<file path="config.mk">
export PLATFORM = sky130hd
export DESIGN_NAME = muldiv_unit
export DESIGN_NICKNAME = d
export VERILOG_FILES = /design/src/rtl/mips_pkg.sv /design/src/rtl/iter_divider.sv /design/src/rtl/muldiv_unit.sv
export SDC_FILE = /design/constraint.sdc
export NUM_CORES = 1
export LEC_CHECK = 0
export CORE_ASPECT_RATIO = 1.2
export CORE_MARGIN = 1
export CORE_UTILIZATION = 55
export DETAILED_ROUTE_END_ITERATION = 10
export HOLD_SLACK_MARGIN = 0.05
export MAX_ROUTING_LAYER = met4
export PLACE_DENSITY = 0.75
export SYNTH_ARGS = -nofsm -noshare
export SYNTH_HDL_FRONTEND = slang
export SYNTH_SLANG_ARGS = --single-unit
export TNS_END_PERCENT = 30
</file>
<file path="constraint.sdc">
create_clock -name clock -period 6.87 [get_ports clock]
set_clock_uncertainty 0.1 [all_clocks]
set_input_delay 2.061 -clock clock [delete_from_list [all_inputs] [get_ports clock]]
set_output_delay 2.061 -clock clock [all_outputs]
set_load 0.01 [all_outputs]
</file>
<file path="src/rtl/mips_pkg.sv">
// mips_pkg: shared widths, op/state encodings and a magnitude helper for the
// multiply/divide unit.
package mips_pkg;
  localparam int XLEN = 32;
  typedef enum logic [2:0] {
    OP_MULT  = 3'b000,
    OP_MULTU = 3'b001,
    OP_DIV   = 3'b010,
    OP_DIVU  = 3'b011,
    OP_MTHI  = 3'b100,
    OP_MTLO  = 3'b101
  } op_e;
  typedef enum logic [1:0] {
    S_IDLE = 2'd0,
    S_RUN  = 2'd1,
    S_FIX  = 2'd2
  } state_e;
  function automatic logic [XLEN-1:0] mag(input logic [XLEN-1:0] v, input logic sgn);
    return (sgn && v[XLEN-1]) ? -v : v;
  endfunction
endpackage

</file>
<file path="src/rtl/iter_divider.sv">
// iter_divider: restoring shift-subtract divider on unsigned magnitudes,
// one quotient bit per step; the quotient register doubles as dividend shifter.
module iter_divider
  import mips_pkg::*;
(
  input  logic            clock,
  input  logic            reset_n,
  input  logic            load,
  input  logic            step,
  input  logic [XLEN-1:0] dividend,
  input  logic [XLEN-1:0] divisor,
  output logic [XLEN-1:0] quotient,
  output logic [XLEN-1:0] remainder
);
  logic [XLEN-1:0] d;
  logic [XLEN:0] r, diff;
  assign r = {remainder, quotient[XLEN-1]};
  // r < 2*d whenever d != 0, so bit XLEN of diff is exactly the borrow
  assign diff = r - {1'b0, d};
  always_ff @(posedge clock or negedge reset_n) begin
    if (!reset_n) begin
      quotient  <= '0;
      remainder <= '0;
      d         <= '0;
    end else if (load) begin
      quotient  <= dividend;
      remainder <= '0;
      d         <= divisor;
    end else if (step) begin
      quotient  <= {quotient[XLEN-2:0], ~diff[XLEN]};
      remainder <= diff[XLEN] ? r[XLEN-1:0] : diff[XLEN-1:0];
    end
  end
endmodule

</file>
<file path="src/rtl/muldiv_unit.sv">
// muldiv_unit: MIPS HI/LO multiply/divide unit, 33-cycle iterative MULT/DIV.
// Define MULDIV_FAST_MUL_EN for a single-cycle combinational MULT/MULTU.
module muldiv_unit
  import mips_pkg::*;
(
  input  logic            clock,
  input  logic            reset_n,
  input  logic            start,
  input  logic [2:0]      op,
  input  logic [XLEN-1:0] operand_a,
  input  logic [XLEN-1:0] operand_b,
  output logic            busy,
  output logic            done,
  output logic [XLEN-1:0] hi,
  output logic [XLEN-1:0] lo
);
  state_e state, state_nx;
  logic [4:0] cnt;
  logic [1:0] op_q;
  logic [XLEN-1:0] a_q, b_q, quo, rem, mcand, res_hi, res_lo;
  logic [2*XLEN-1:0] acc, prod;
  logic [XLEN:0] sum;
  logic accept, iter_op, sgn_in, sgn, fast_mul;
  logic [2*XLEN-1:0] fast_prod;

  assign accept = start & ~busy;
  assign sgn_in = ~op[0];
  assign sgn    = ~op_q[0];
`ifdef MULDIV_FAST_MUL_EN
  assign iter_op   = op == OP_DIV || op == OP_DIVU;
  assign fast_mul  = accept && (op == OP_MULT || op == OP_MULTU);
  assign fast_prod = sgn_in ? (2*XLEN)'($signed(operand_a)) * (2*XLEN)'($signed(operand_b))
                            : (2*XLEN)'(operand_a) * (2*XLEN)'(operand_b);
`else
  assign iter_op   = ~op[2];
  assign fast_mul  = 1'b0;
  assign fast_prod = '0;
`endif

  always_ff @(posedge clock or negedge reset_n) begin
    if (!reset_n) state <= S_IDLE;
    else state <= state_nx;
  end

  always_comb
    state_nx = state == S_IDLE ? ((accept && iter_op) ? S_RUN : S_IDLE) :
               state == S_RUN  ? ((cnt == 5'd0) ? S_FIX : S_RUN) : S_IDLE;

  always_comb busy = state != S_IDLE;

  // shift-add multiply: multiplier sits in acc's low half and drains out
  assign mcand = mag(a_q, sgn);
  assign sum   = {1'b0, acc[2*XLEN-1:XLEN]} + (acc[0] ? {1'b0, mcand} : '0);
  assign prod  = (sgn && (a_q[XLEN-1] ^ b_q[XLEN-1])) ? -acc : acc;

  always_comb begin
    res_hi = prod[2*XLEN-1:XLEN];
    res_lo = prod[XLEN-1:0];
    if (op_q[1]) begin
      res_hi = b_q == '0 ? a_q : (sgn && a_q[XLEN-1]) ? -rem : rem;
      res_lo = b_q == '0 ? '1 : (sgn && (a_q[XLEN-1] ^ b_q[XLEN-1])) ? -quo : quo;
    end
  end

  iter_divider u_div (
    .clock     (clock),
    .reset_n   (reset_n),
    .load      (accept && iter_op),
    .step      (state == S_RUN),
    .dividend  (mag(operand_a, sgn_in)),
    .divisor   (mag(operand_b, sgn_in)),
    .quotient  (quo),
    .remainder (rem)
  );

  always_ff @(posedge clock or negedge reset_n) begin
    if (!reset_n) begin
      cnt  <= '0;
      op_q <= '0;
      a_q  <= '0;
      b_q  <= '0;
      acc  <= '0;
      done <= 1'b0;
      hi   <= '0;
      lo   <= '0;
    end else begin
      done <= state == S_FIX || fast_mul;
      if (accept && iter_op) begin
        op_q <= op[1:0];
        a_q  <= operand_a;
        b_q  <= operand_b;
        acc  <= {{XLEN{1'b0}}, mag(operand_b, sgn_in)};
        cnt  <= 5'd31;
      end else if (state == S_RUN) begin
        acc <= {sum, acc[XLEN-1:1]};
        cnt <= cnt - 5'd1;
      end
      if (state == S_FIX) begin
        hi <= res_hi;
        lo <= res_lo;
      end else if (fast_mul) begin
        hi <= fast_prod[2*XLEN-1:XLEN];
        lo <= fast_prod[XLEN-1:0];
      end else if (accept && op == OP_MTHI) hi <= operand_a;
      else if (accept && op == OP_MTLO) lo <= operand_a;
    end
  end
endmodule

</file>
After elaboration in Yosys (flattened, before gate mapping)
Index checks and enable logic that the tools add are counted.
{"block": "word_totals", "regBits": 298, "elab_cells": 77, "output_inout_bits": 66, "input_bits": 70}
{"block": "op_classes", "addsub": 9, "reduce_logical": 15, "n_bitwise": 7, "muxes": 29, "n_eq_ne": 5}
{"op": "32-bit 2-to-1 mux", "n": 20}
{"op": "64-bit 2-to-1 mux", "n": 3}
{"op": "32-bit negation", "n": 5}
{"op": "64-bit negation", "n": 1}
{"op": "32-bit by 32-bit adder with 33-bit output", "n": 1}
{"op": "33-bit by 32-bit subtractor with 33-bit output", "n": 1}
{"op": "32-bit zero test", "n": 1}
{"op": "5-bit 2-to-1 mux", "n": 2}
{"op": "2-bit nonzero test", "n": 4}
{"op": "1-bit logical AND", "n": 7}
{"op": "3-bit equality test (second input constant)", "n": 2}
{"op": "2-bit 2-to-1 mux", "n": 3}
{"op": "5-bit zero test", "n": 1}
{"op": "1-bit inverter", "n": 5}
{"op": "5-bit by 1-bit subtractor with 5-bit output (second input constant)", "n": 1}
{"op": "2-bit by 1-bit equality test with 1-bit output (second input constant)", "n": 1}
{"op": "2-bit equality test (second input constant)", "n": 1}
{"op": "2-bit zero test", "n": 1}
{"op": "2-bit != test (second input constant)", "n": 1}
{"op": "2-bit AND reduction", "n": 1}
{"op": "1-bit bitwise AND", "n": 1}
{"op": "1-bit 2-to-1 mux", "n": 1}
{"op": "1-bit bitwise XOR", "n": 1}

Logic depth before layout (Yosys ltp)
Gate-level depths: netlist (run 1).
{"block": "logic_depth", "word_depth": 7, "ltp_mapped": 18, "ltp_nobuf": 18}

Modules after synthesis
From an unflattened synthesis (run 1), not the netlist that was laid out.
{"block": "hier_totals", "cells_unflattened": 2625, "hier_area_um2": 21413.0}
{"module": "muldiv_unit", "area_per_inst_um2": 15264.6, "n_inst": 1, "cells_per_inst": 1913, "seq_area_each_um2": 5054.8}
{"module": "iter_divider", "area_per_inst_um2": 6148.4, "n_inst": 1, "cells_per_inst": 712, "seq_area_each_um2": 2402.3}

Worst setup path before layout (run 1)
No wires, ideal clock.
{"block": "synth_path", "path_kind": "in2reg", "from": "in operand_b[9]", "to": "reg acc[25]", "required_time_ns": 6.644, "n_path_buf": 0, "setup_time_ns": 0.126, "stages": 9, "arrival_ns": 4.442, "setup_slack_ns": 2.202, "path_cell_list": "or4_1 > or4_1 > nor2_1 > nand3_1 > or3_1 > o31ai_1 > xor2_1 > nor2_1 > a221o_1"}
{"block": "synth_between", "elab_chain_len": 3}
{"element": "from (decl)", "line": "muldiv_unit.sv:11", "text": "input logic [XLEN-1:0] operand_b,"}
{"element": "32-bit negation", "line": "mips_pkg.sv:19", "text": "return (sgn && v[XLEN-1]) ? -v : v;"}
{"element": "32-bit 2-to-1 mux", "line": "mips_pkg.sv:19"}
{"element": "64-bit 2-to-1 mux", "line": "muldiv_unit.sv:88", "text": "if (accept && iter_op) begin"}
{"element": "to (signal assigned)", "line": "muldiv_unit.sv:92", "text": "acc <= {{XLEN{1'b0}}, mag(operand_b, sgn_in)};"}
{"element": "to (signal assigned)", "line": "muldiv_unit.sv:95", "text": "acc <= {sum, acc[XLEN-1:1]};"}
{"element": "to (decl)", "line": "muldiv_unit.sv:21", "text": "logic [2*XLEN-1:0] acc, prod;"}
No other way between the ends.
A chain may end at the register's enable or synchronous reset.

Worst setup path after layout (run 1)
{"block": "layout_path", "from": "reg a_q[4]", "to": "reg acc[63]"}
{"block": "layout_between", "elab_chain_len": 6}
{"element": "from (decl)", "line": "muldiv_unit.sv:20", "text": "logic [XLEN-1:0] a_q, b_q, quo, rem, mcand, res_hi, res_lo;"}
{"element": "from (signal assigned)", "line": "muldiv_unit.sv:90", "text": "a_q <= operand_a;"}
{"element": "32-bit negation", "line": "mips_pkg.sv:19"}
{"element": "32-bit 2-to-1 mux *", "line": "mips_pkg.sv:19"}
{"element": "32-bit 2-to-1 mux *", "line": "muldiv_unit.sv:53", "text": "assign sum = {1'b0, acc[2*XLEN-1:XLEN]} + (acc[0] ? {1'b0, mcand} : '0);"}
{"element": "32-bit by 32-bit adder with 33-bit output *", "line": "muldiv_unit.sv:53"}
{"element": "64-bit 2-to-1 mux *", "line": "muldiv_unit.sv:94", "text": "end else if (state == S_RUN) begin"}
{"element": "64-bit 2-to-1 mux *", "line": "muldiv_unit.sv:88"}
Mark *: on every way between the ends. The rest lies on a longest branch, timed or not. The select of a mux whose other input is x is not followed.

==> impl_metrics.toml, run 1 <==
[status]
status = "complete, no violations"

[cts]
clockRootBuffer = "clkbuf_16"
clk_latency_ns = 0.55
post_cts_buffers = 0
cts_max_path_buffers = 3
hold_buffers = 0
path_clk_slew_ns = 0.06
cts_htree_levels = 2
clock_sinks = 297
cts_repair_resize_count = 0
cts_tree = "yes"
numCtsBuffers = 35

[die]
pin_count = 136
core_area_sq_um = 37700
rows = 78
die_area_sq_um = 38900
start_util_pct = 55.7
die_h_um = 216
die_x_um = 180

[logic_synthesis]
synth.largest_area_cell = "dfrtp_1"
yosys.area_share.adder_pct = 4.48
synth_compound_area_share_pct = 22.7
synth_edf_count = 0
synth_cells = 2588
synthArstFlopShare_pct = 100
synth_warnings = 0
synth_top_area_share_pct = 35.4
synth_fp_nets = 2732
synth_flop_cell = "dfrtp_1"
yosysUniqueCellTypes = 73
synth_top_family_by_area = "compound AO/OA/AOI/OAI gates"
ys_ff_latch = 297
yosysSeqAreaShare_pct = 35.4
synthSimpleGateAreaFrac_pct = 19.9
synthTopCellsByArea = "dfrtp_1 (35%), nand2_1 (8.0%), xnor2_1 (5.6%)"
muxShareOfSynthArea_pct = 2.74
syn-mean-instance-area_sq_um = 8.11
synth-xor-area-share_pct = 10.7
synth_area_sq_um = 21000

[final_layout]
ff_latch_area_sq_um = 7430
final_common_cell = "nand2_1"
drive_gt1_share_pct = 4.62
multi_input_area_sq_um = 12800
layout-area-overhead-vs-synth_pct = 13.8
nets = 2782
nFillCells = 3324
final_cell_mix = "nand2_1 (448), dfrtp_1 (296), nor2_1 (228)"

[detailed_routing]
drt_pass1_iterations = 7
drt_drc_violations_left = 0
drt_iter0_markers = 2086
routedWlPerCell_um = 21.9
viasPerCell = 6.43
drt-total-wl_mm = 68.9
antenna_left = 0
vias = 20232

[global_route]
antenna_found_initial = 2
track_usage_pct = 36.3
first_global_vias = 18968
gr-total-overflow = 0
grt_pass1_wl_mm = 108
grt_max_degree = 116

[worst_setup_path]
crit_path_end_kind = "register"
cp-start-kind = "register"
required_ns = 7.18
rr_startpoint = "a_q[4]$_DFFE_PN0P_"
cp_max_fo = 7
r2r-end = "acc[63]$_DFFE_PN0P_"
r2r_slack_ns = 1.68
crit_arrival_ns = 5.50
r2r_cells = 18
timing_worst_setup_path_type = "register to register"

[timing]
slew_violations = 0
slew_headroom_pct = 16.0
rsz0062_at_grt = "no"
period_needed_ns = 5.19
setup_slack_ns = 1.68
period_share_pct = 75.6
finalHoldViolations = 0
timing.hold.ws_ns = 0.376
fin_setup_tns_ns = 0
finalSetupViolations = 0
worst_pin_slew_ns = 1.25
timing.fmax_ghz = 0.192

[pwr]
ir_worst_vdd_v = 0.000260
leakagePower_uw = 0.0105
p_per_area_nw_per_um2 = 523

[min_path]
holdPathStages = 2
hold_start = "b_q[30]$_DFFE_PN0P_"
min_to = "b_q[30]$_DFFE_PN0P_"
holdCritPathClass = "register to register"

[placement]
io_buffers = 135
place.gp.congestion = 0.992
dpl_worst_slack_ns = 1.45
dp_hpwl_mm = 50.2

[run]
max-cap-violations = 0
final cells by class:
type / instances / share of cell area, %
multi-input combinational: 2068 / 53.4
sequential: 297 / 31.1
timing repair buffer: 163 / 6.67
clock buffer: 46 / 4.01
tap: 480 / 2.52
inverter: 73 / 1.15
clock inverter: 17 / 1.07
antenna: 2 / 0.0210
logic make-up (layout without fill, tap and decap cells):
kind of cell,count (synthesis),after routing
xor gates and xnor gates,256,256
buffers and inverters,223,299
and+or+nand+nor,936,936
DFF,297,297
AOI/OAI and AO/OA,745,745
other,0,2
muxes,57,57
adders and majority gates,74,74
worst max-delay path by stage:
stage	start	endpoint	slack (ns)	cells past startpoint
detailed placement	operand_b[9]	acc[25]$_DFFE_PN0P_	1.45	10
finish	a_q[4]$_DFFE_PN0P_	acc[63]$_DFFE_PN0P_	1.68	18
floorplan	operand_b[9]	acc[25]$_DFFE_PN0P_	2.20	9
global route	a_q[4]$_DFFE_PN0P_	acc[63]$_DFFE_PN0P_	1.36	18
global placement	operand_b[9]	acc[25]$_DFFE_PN0P_	1.49	10
CTS	a_q[4]$_DFFE_PN0P_	acc[63]$_DFFE_PN0P_	1.76	18
report_power, final:
group          internal (uW)  switching [uW]  leakage, uW
clock                   1210             792     0.000591
combinational           2960            3980      0.00632
sequential              2530            1020      0.00362
total                   6700            5790       0.0105
flip-flops by register name, indices dropped and copies added (netlist names):
signal / flops
lo: 32
b_q: 31
op_q: 2
hi: 32
done: 1
a_q: 32
cnt: 5
u_div.quotient: 32
u_div.remainder: 32
u_div.d: 32
state: 2
acc: 64
layer usage:
metal | up-vias | part of all wire (%) | routed length [um] | track usage [%]
li1 | 9309 | - | - | -
met1 | 9847 | 41 | 28100 | 45.9
met2 | 904 | 46 | 32000 | 56.8
met3 | 172 | 7.5 | 5200 | 6.11
met4 | 0 | 5.2 | 3600 | 17.4
met5 | - | 0 | 0 | -
stage by stage:
stage | instance area (sq um) | power [uW] | instances | util, %
3_5_place_dp | 22700 | 10300 | 3081 | 60.1
5_1_grt | 23900 | 13300 | 3146 | 63.4
4_1_cts | 23900 | 12400 | 3144 | 63.4
2_1_floorplan | 21000 | 8170 | 2588 | -
6_report | 23900 | 12500 | 3146 | 63.4
3_3_place_gp | 22700 | 10200 | 3081 | 60.1
worst max-delay path, cell delays in order, from the launching register on:
cell and delay [ns]:
dfrtp_1 0.43, nor4_1 0.46, nand2b_1 0.16, nor4_1 0.56, nand2_1 0.20, o31ai_1 0.86, o21ai_0 0.26, xnor2_1 0.21
nor2_1 0.07, ha_1 0.38, a21o_1 0.18, a21o_1 0.16, a21oi_1 0.14, o21bai_1 0.08, a21o_1 0.19, a221oi_1 0.29
nor2_1 0.06, a31oi_1 0.18, nand2_1 0.07
Yosys cell counts (14+ instances only):
library cell / instances
nand2_1: 448
dfrtp_1: 297
nor2_1: 230
o21ai_0: 214
a21oi_1: 165
xnor2_1: 134
clkbuf_1: 123
xor2_1: 122
inv_1: 73
ha_1: 72
a31oi_1: 68
a21o_1: 53
mux2i_1: 53
nor3_1: 43
o31ai_1: 39
or3_1: 32
nand3_1: 30
o211ai_1: 28
a221o_1: 26
nor4_1: 25
o221ai_1: 25
buf_1: 22
nand2b_1: 18
nand4_1: 18
or4_1: 18
o41ai_1: 17
and3_1: 16
nor2b_1: 16
o21bai_1: 14
(Power assumes the default switching activity.)
==> run 2: changes to the inputs <==
--- a/config.mk
+++ b/config.mk
@@ -11,7 +11,7 @@
 export DETAILED_ROUTE_END_ITERATION = 10
 export HOLD_SLACK_MARGIN = 0.05
 export MAX_ROUTING_LAYER = met4
-export PLACE_DENSITY = 0.75
+export PLACE_DENSITY = 0.78
 export SYNTH_ARGS = -nofsm -noshare
 export SYNTH_HDL_FRONTEND = slang
 export SYNTH_SLANG_ARGS = --single-unit
==> constraint.sdc (replaced) <==
create_clock -name clock -period 4.5 [get_ports clock]
set_clock_uncertainty 0.1 [all_clocks]
set_input_delay 1.35 -clock clock [delete_from_list [all_inputs] [get_ports clock]]
set_output_delay 1.35 -clock clock [all_outputs]
set_load 0.01 [all_outputs]
==> impl_metrics.toml, run 2 (synthesis results as in run 1) <==
[detailed_routing]
drt_iter0_markers = 2198
drt-total-wl_mm = 72.2
routedWlPerCell_um = 22.5
antenna_left = 0
drt_pass1_iterations = 6
drt_drc_violations_left = 0
vias = 20654
viasPerCell = 6.44

[final_layout]
final_cells = 3209
multi_input_area_sq_um = 12800
final_common_cell = "nand2_1"
nFillCells = 3248
nets = 2850
fin_area_sq_um = 24400
drive_gt1_share_pct = 7.11
ff_latch_area_sq_um = 7430
top_register = "acc"
layout-area-overhead-vs-synth_pct = 16.5
final_cell_mix = "nand2_1 (448), dfrtp_1 (296), nor2_1 (228)"
final_util_pct = 64.9
largest_reg_flops = 64
num_antenna_cells = 0

[worst_setup_path]
critPathTopFamily = "compound AO/OA/AOI/OAI gates"
r2r_cells = 14
critPathBufInv = 3
crit_path_end_kind = "register"
crit_start = "u_div.quotient[31]$_DFFE_PN0P_"
path_cells = "inv_1 -> ha_1 -> inv_1 -> fa_1 -> a211oi_1 -> o21ai_1 -> o2111ai_1 -> a311oi_1 -> o2111ai_1 -> and2_1 -> a211o_1 -> buf_4 -> mux2i_1 -> o21ai_0"
timing.critical_path.slowest_cell_delay_ns = 0.47
r2r-end = "u_div.remainder[14]$_DFFE_PN0P_"
crit_arrival_ns = 4.53
cp-start-kind = "register"
cp.depth = 14
required_ns = 4.80
slowest_stage = "buf_4"
cp_max_fo = 39
timing_worst_setup_path_type = "register to register"
crit_end = "u_div.remainder[14]$_DFFE_PN0P_"
r2r_slack_ns = 0.27
rr_startpoint = "u_div.quotient[31]$_DFFE_PN0P_"

[timing]
worst_pin_slew_ns = 1.19
slew_headroom_pct = 21.0
fin_setup_tns_ns = 0
finalHoldViolations = 0
slew_violations = 0
period_needed_ns = 4.23
rsz0062_at_grt = "no"
period_share_pct = 93.9
finalSetupViolations = 0
timing.fmax_ghz = 0.237

[pwr]
total_power_uw = 19200
leakagePower_uw = 0.0109
p_per_area_nw_per_um2 = 787
ir_worst_vdd_v = 0.000533

[global_route]
track_usage_pct = 38.1
grt_max_degree = 97
gr-total-overflow = 0
first_global_vias = 19679
grt_pass1_wl_mm = 112
antenna_found_initial = 0

[placement]
dp_hpwl_mm = 53.2
dp_cells = 3149
place.gp.congestion = 1.00
io_buffers = 135
placed_cell_area_sq_um = 23200

[die]
pin_count = 136
core_area_sq_um = 37700
die_x_um = 180
die_area_sq_um = 38900
start_util_pct = 55.7
rows = 78
die_h_um = 216

[cts]
cts_tree = "yes"
hold_buffers = 0
path_clk_slew_ns = 0.06
clk_latency_ns = 0.56
cts_max_path_buffers = 3
numCtsBuffers = 35
clock_sinks = 297
clockRootBuffer = "clkbuf_16"
cts_htree_levels = 2

[min_path]
holdCritPathClass = "register to register"

[status]
status = "complete, no violations"

[run]
max-cap-violations = 0
## run 2: where the power goes
| part | total (uW) | switching, uW | internal [uW] |
|---|---|---|---|
| clock | 2930 | 1200 | 1730 |
| sequential | 5470 | 1610 | 3860 |
| combinational | 10800 | 6150 | 4680 |
| total | 19200 | 8960 | 10300 |
## run 2: timing repair
action / CTS / global route
endpoints found under the setup margin: 0 / 11
endpoints found under the hold margin: 0 / 0
buffers inserted: 0 / 0
resized for setup: 0 / 6
## run 2: per-stage QoR
step	setup WS, ns	hold slack [ns]
final	0.273	0.375
after floorplan	0.387	0.346
after global placement	-0.0565	0.359
after CTS	0.0548	0.379
after detailed placement	-0.0826	0.365
after global routing	0.0438	0.386
## run 2: worst reg2reg max path, stage by stage (launching register included)
cell and delay (ns):
dfrtp_1 0.40, inv_1 0.14, ha_1 0.19, inv_1 0.07, fa_1 0.44, a211oi_1 0.34
o21ai_1 0.21, o2111ai_1 0.40, a311oi_1 0.22, o2111ai_1 0.33, and2_1 0.23, a211o_1 0.15
buf_4 0.47, mux2i_1 0.29, o21ai_0 0.10
## run 2: layout make-up
class                   count  share of cell area [%]
clock inverters            12                   0.732
multi-input cells        2068                    52.4
flip-flops and latches    297                    30.4
well taps                 480                    2.46
inverters                  73                    1.12
clock buffers              48                    4.07
repair buffers            231                    8.86
## run 2: worst min path at each step
stage | from | endpoint | slack, ns | cells past startpoint
after global placement | b_q[21]$_DFFE_PN0P_ | b_q[21]$_DFFE_PN0P_ | 0.36 | 2
final | b_q[15]$_DFFE_PN0P_ | b_q[15]$_DFFE_PN0P_ | 0.37 | 2
after floorplan | b_q[14]$_DFFE_PN0P_ | b_q[14]$_DFFE_PN0P_ | 0.35 | 2
after global routing | u_div.d[5]$_DFFE_PN0P_ | u_div.d[5]$_DFFE_PN0P_ | 0.39 | 1
after CTS | b_q[15]$_DFFE_PN0P_ | b_q[15]$_DFFE_PN0P_ | 0.38 | 2
after detailed placement | b_q[15]$_DFFE_PN0P_ | b_q[15]$_DFFE_PN0P_ | 0.36 | 2
## run 2: per-layer routing
| metal | wire, um | track usage [%] | vias up |
|---|---|---|---|
| li1 | - | - | 9416 |
| met1 | 28400 | 47.5 | 9866 |
| met2 | 33000 | 58.9 | 1111 |
| met3 | 5740 | 5.18 | 261 |
| met4 | 5040 | 23.5 | 0 |
| met5 | 0 | - | - |
